`config.mk`:
```
export PLATFORM = sky130hd
export DESIGN_NAME = clkdiv_tick_sched
export DESIGN_NICKNAME = d
export VERILOG_FILES = /design/src/rtl/clkdiv_tick_sched.sv
export SDC_FILE = /design/constraint.sdc
export NUM_CORES = 1
export LEC_CHECK = 0
export BUFFER_PORTS_ARGS = -buffer_cell sky130_fd_sc_hd__buf_2
export CORE_MARGIN = 10
export CORE_UTILIZATION = 52
export CTS_CLUSTER_DIAMETER = 100
export CTS_CLUSTER_SIZE = 25
export DETAILED_ROUTE_END_ITERATION = 6
export GPL_ROUTABILITY_DRIVEN = 0
export MAX_ROUTING_LAYER = met4
export PLACE_DENSITY = 0.85
export SYNTH_ARGS = -nofsm -noshare
export SYNTH_HDL_FRONTEND = slang
export SYNTH_SLANG_ARGS = --single-unit
export TNS_END_PERCENT = 30
```
`constraint.sdc`:
```
create_clock -name clk -period 1.85 [get_ports clk]
set_input_delay 0.0925 -clock clk [delete_from_list [all_inputs] [get_ports clk]]
set_output_delay 0.0925 -clock clk [all_outputs]
set_load 0.01 [all_outputs]
```
`src/rtl/clkdiv_tick_sched.sv`:
```
// rtl/clkdiv_tick_sched.sv - divider-tap edge detector with round-robin tick event scheduler
module clkdiv_tick_sched #(
    parameter int N_CH = 4,
    parameter int CHW  = 2
) (
    input  logic            clk,
    input  logic            rst,
    input  logic [31:0]     clkdiv,
    input  logic            cfg_valid,
    output logic            cfg_ready,
    input  logic [CHW-1:0]  cfg_ch,
    input  logic [4:0]      cfg_tap,
    input  logic            cfg_en,
    output logic            evt_valid,
    input  logic            evt_ready,
    output logic [CHW-1:0]  evt_ch,
    output logic [N_CH-1:0] ovf,
    input  logic            ovf_clr
);

    typedef enum logic {IDLE, OFFER} state_t;

    state_t          state, state_nx;
    logic [4:0]      tap [N_CH];
    logic [N_CH-1:0] en, prev, pend;
    logic [N_CH-1:0] cur, rise, cfg_hit, hs, ovr;
    logic [CHW-1:0]  ptr, ptr_nx, evt_ch_nx, pick;
    logic            pick_found;
    int              idx;

    // Configuration is never back-pressured; it is only refused while in reset.
    assign cfg_ready = ~rst;
    assign evt_valid = (state == OFFER);

    // Per-channel tap selection, rising-edge detect, config hit, handshake and overrun.
    always_comb begin
        for (int i = 0; i < N_CH; i++) begin
            cur[i]     = clkdiv[tap[i]];
            rise[i]    = en[i] & cur[i] & ~prev[i];
            cfg_hit[i] = cfg_valid & (cfg_ch == CHW'(i));
            hs[i]      = (state == OFFER) & evt_ready & (evt_ch == CHW'(i));
            ovr[i]     = rise[i] & pend[i] & ~hs[i];
        end
    end

    // Channel state: config write beats a new rise, which beats a completed handshake.
    always_ff @(posedge clk) begin
        if (rst) begin
            for (int i = 0; i < N_CH; i++) begin
                tap[i] <= '0;
            end
            en   <= '0;
            prev <= '0;
            pend <= '0;
            ovf  <= '0;
        end else begin
            for (int i = 0; i < N_CH; i++) begin
                if (cfg_hit[i]) begin
                    tap[i]  <= cfg_tap;
                    en[i]   <= cfg_en;
                    prev[i] <= clkdiv[cfg_tap];
                    pend[i] <= 1'b0;
                end else begin
                    prev[i] <= cur[i];
                    if (rise[i]) begin
                        pend[i] <= 1'b1;
                    end else if (hs[i]) begin
                        pend[i] <= 1'b0;
                    end
                end
            end
            // A fresh overrun in the clearing cycle still sets its bit.
            ovf <= (ovf & ~{N_CH{ovf_clr}}) | ovr;
        end
    end

    // Cyclic search for the first pending channel at or after the round-robin pointer.
    always_comb begin
        pick       = '0;
        pick_found = 1'b0;
        idx        = 0;
        for (int k = 0; k < N_CH; k++) begin
            idx = int'(ptr) + k;
            if (idx >= N_CH) begin
                idx = idx - N_CH;
            end
            if (!pick_found && pend[CHW'(idx)]) begin
                pick_found = 1'b1;
                pick       = CHW'(idx);
            end
        end
    end

    // Arbiter next state: latch a winner in IDLE, hold it stable while offering.
    always_comb begin
        state_nx  = state;
        evt_ch_nx = evt_ch;
        ptr_nx    = ptr;
        case (state)
            IDLE: begin
                if (pick_found) begin
                    evt_ch_nx = pick;
                    state_nx  = OFFER;
                end
            end
            OFFER: begin
                if (evt_ready) begin
                    if (int'(evt_ch) == N_CH - 1) begin
                        ptr_nx = '0;
                    end else begin
                        ptr_nx = evt_ch + 1'b1;
                    end
                    state_nx = IDLE;
                end
            end
            default: state_nx = IDLE;
        endcase
    end

    // Arbiter registers.
    always_ff @(posedge clk) begin
        if (rst) begin
            state  <= IDLE;
            evt_ch <= '0;
            ptr    <= '0;
        end else begin
            state  <= state_nx;
            evt_ch <= evt_ch_nx;
            ptr    <= ptr_nx;
        end
    end

endmodule
```
==> summary.md <==
| Metric | Value |
|---|---|
| Status | `finished, final reports clean` |
| Max VDD drop | `0.668 mV` |
| GRT Overall Usage | `0.199` |
| Critical path, cell by cell | `buf_4, mux2i_1, a22o_1, a2111oi_2, a22o_1, nor3_4, o22ai_1` |
| I/O pin count | `53` |
| # hold bufs at CTS | `0` |
| N_diodes | `0` |
| YS warnings | `0` |
| Die width | `98.6 um` |
| Vias in the first global route | `3101` |
| Slew HR | `0.376` |
| Skew final | `0.00464 ns` |
| Synth async-reset ratio | `0` |
| Clock latency on the worst-skew pair | `0.30 ns` |
| Mapped Area | `3210 um2` |
| Clk slew on worst S/H paths | `0.07 ns` |
| Most used DFF post-synth | `dfxtp_1` |
| WHS | `0.0751 ns` |
| Initial core utilization | `0.539` |
| Ranking of synthesized cells by area | `mux2i_1, edfxtp_1, dfxtp_1` |
| Count of flip-flops with a built-in enable after synthesis | `20` |
| CTS tree | `done` |
| Placed Area | `3610 um2` |
| Final wirelength | `9.78 mm` |
| Dpl hpwl | `7.60 mm` |
| DR pass1 iterations | `5` |
| Gate Count Post-Synth | `346` |
| Yosys reg bits | `41` |
| Final Critical Period | `1.84 ns` |
| Area Growth Syn to Fin | `17.9%` |
| Vias/cell | `6.26` |
| LEAKAGE | `1.65 nW` |
| Slowest stage cell, crit path | `edfxtp_1` |
| Max Fclk | `0.544 GHz` |
| Worst EP arrival | `2.06 ns` |
| Crit-path max FO | `4` |
| CORE AREA | `5960 um2` |
| CTS Buffer Depth | `2` |
| Hold violation count in the final report | `0` |
| DRC viols | `0` |
| DR vias | `3043` |
| End-of-flow core utilization | `0.636` |
| Row cnt | `28` |
| Worst Path Required | `2.07 ns` |
| First-pass GRT wire length | `15.5 mm` |
| Post-DRT Antenna Nets | `0` |
| Largest net degree at the start of global routing | `17` |
| Share of cells above drive strength 1 | `0.231` |
| TNS Setup | `0 ns` |
| Fill cells | `503` |
| Setup violations, final | `0` |
| RSZ-0062 raised after global routing | `yes` |
| Worst Setup SP | `tap[0][1]$_SDFFCE_PN0P_` |
| Synth area leader | `mux2i_1` |
| Register area | `1020 um2` |
| Root buffer cell | `clkbuf_8` |
| Worst setup SP type | `register` |
| WS Path Type | `reg -> reg` |
| Seq/Total Area, Yosys | `0.318` |
| Wire per inst | `20.1 um` |
| Area occupied by multi-input gates | `2090 um2` |
| Nets | `459` |
| Worst path max stage delay | `0.40 ns` |
| Final Instance Area | `3790 um2` |
| Number of H-tree levels | `2` |
| Yosys top cell area share | `0.206` |
| Crit path top cell by count | `a22o_1` |
| FF-to-FF Start | `tap[0][1]$_SDFFCE_PN0P_` |
| Tcrit/Tclk final | `0.994` |
| Avg Cell Area, Syn | `9.29 um2` |
| 1st-iter DRT viols | `251` |
| Slew Limit Fails | `0` |
| Clock buffer count from CTS | `5` |
| Clock Sinks | `41` |
| Die ar. | `9720 um2` |
| MaxCap Viol Count | `0` |
| Synth cell types | `44` |
| Net Count, Synth | `395` |
| Critical path capture point type | `register` |
| HP Start | `cfg_en` |
| Initial antenna violation count | `0` |
| PortBufs | `52` |
| Total congestion overflow | `0` |
| Die height | `98.6 um` |
| Hold/Removal Path Class | `in -> reg` |
| Slew @ Worst Pin | `0.934 ns` |
| Power per Cell Area | `639 nW/um2` |
-- path summary, 6_finish.rpt --
path	endpoint	slack, ns	cells after the start
setup reg to reg	prev[0]$_SDFF_PP0_	0.01	7
hold / removal	en[1]$_SDFFE_PP0P_	0.08	3
setup / recovery	prev[0]$_SDFF_PP0_	0.01	7
hold reg to reg	ovf[3]$_SDFF_PP0_	0.47	2
-- cell type report --
type / count / share of cell area
multi-input cells: 272 / 0.551
flip-flops and latches: 41 / 0.269
repair buffers: 71 / 0.107
well taps: 75 / 0.0248
clock buffers: 6 / 0.0192
inverters: 19 / 0.0188
clock inverters: 2 / 0.00925
-- power breakdown --
group / total (mW) / switching, mW / internal [mW]
sequential: 1.05 / 0.0454 / 1.01
combinational: 0.667 / 0.372 / 0.295
clock: 0.701 / 0.301 / 0.400
total: 2.42 / 0.718 / 1.70
-- state kept, by name, indices dropped and copies added, names as in the netlist --
| register | count |
|---|---|
| en | 4 |
| evt_ch | 2 |
| evt_valid | 1 |
| ovf | 4 |
| pend | 4 |
| prev | 4 |
| ptr | 2 |
| tap | 20 |
-- cell usage in the layout, fill, tap and decap left out, types with 5 or more instances in the layout --
master and count:
edfxtp_1 20, a22oi_1 15, inv_1 19, and2_1 10, buf_2 52, o22ai_1 7
nor2b_1 11, nand3_1 7, nand2_1 41, mux4_1 7, clkbuf_8 5, and3_1 10
a21oi_1 21, nor2_1 14, buf_4 18, o21ai_0 5, dfxtp_1 21, mux2i_1 66
-- critical path: cells and delay by family (launching register included) --
family,cells,cell delay (ns)
compound gates,4,1.00
buf+inv,1,0.18
flops,1,0.40
mux,1,0.11
simple gates,1,0.07
-- per-stage QoR --
stage | setup WS (ns) | std cells | power [mW]
4_1_cts | 0.0630 | 486 | 2.39
2_1_floorplan | 0.0758 | 346 | 1.46
6_report | 0.0119 | 486 | 2.42
3_3_place_gp | 0.0110 | 475 | 1.67
3_5_place_dp | -0.200 | 475 | 1.69
5_1_grt | -0.0921 | 486 | 2.53
-- synth_stat cells, types with 5 or more instances --
master / number
nor2_1: 15
inv_1: 19
a22oi_1: 15
and2_1: 11
and3_1: 10
dfxtp_1: 21
o22ai_1: 7
nand3_1: 7
nand2_1: 41
nor2b_1: 12
edfxtp_1: 20
mux4_1: 7
o21ai_0: 5
mux2i_1: 66
a21oi_1: 21
buf_2: 9
-- cell families after synthesis --
family,count (synthesis),synth area share
flops,41,0.318
simple gates,123,0.202
compound gates,70,0.144
mux,75,0.273
buf+inv,33,0.0467
fa+ha+maj,4,0.0156
-- per-layer routing --
layer | track usage | vias up | wire length, um
li1 | - | 1432 | -
met1 | 0.236 | 1403 | 4100
met2 | 0.316 | 185 | 4490
met3 | 0.0475 | 23 | 961
met4 | 0.0849 | 0 | 223
met5 | - | - | 0
-- repair_timing --
item | 4_1_cts | 5_1_grt
gates resized for setup | 1 | 11
buffers inserted | 3 | 0
pin swaps | 0 | 2
setup endpoints to repair | 3 | 8
Power figures use the tool's default switching activity.
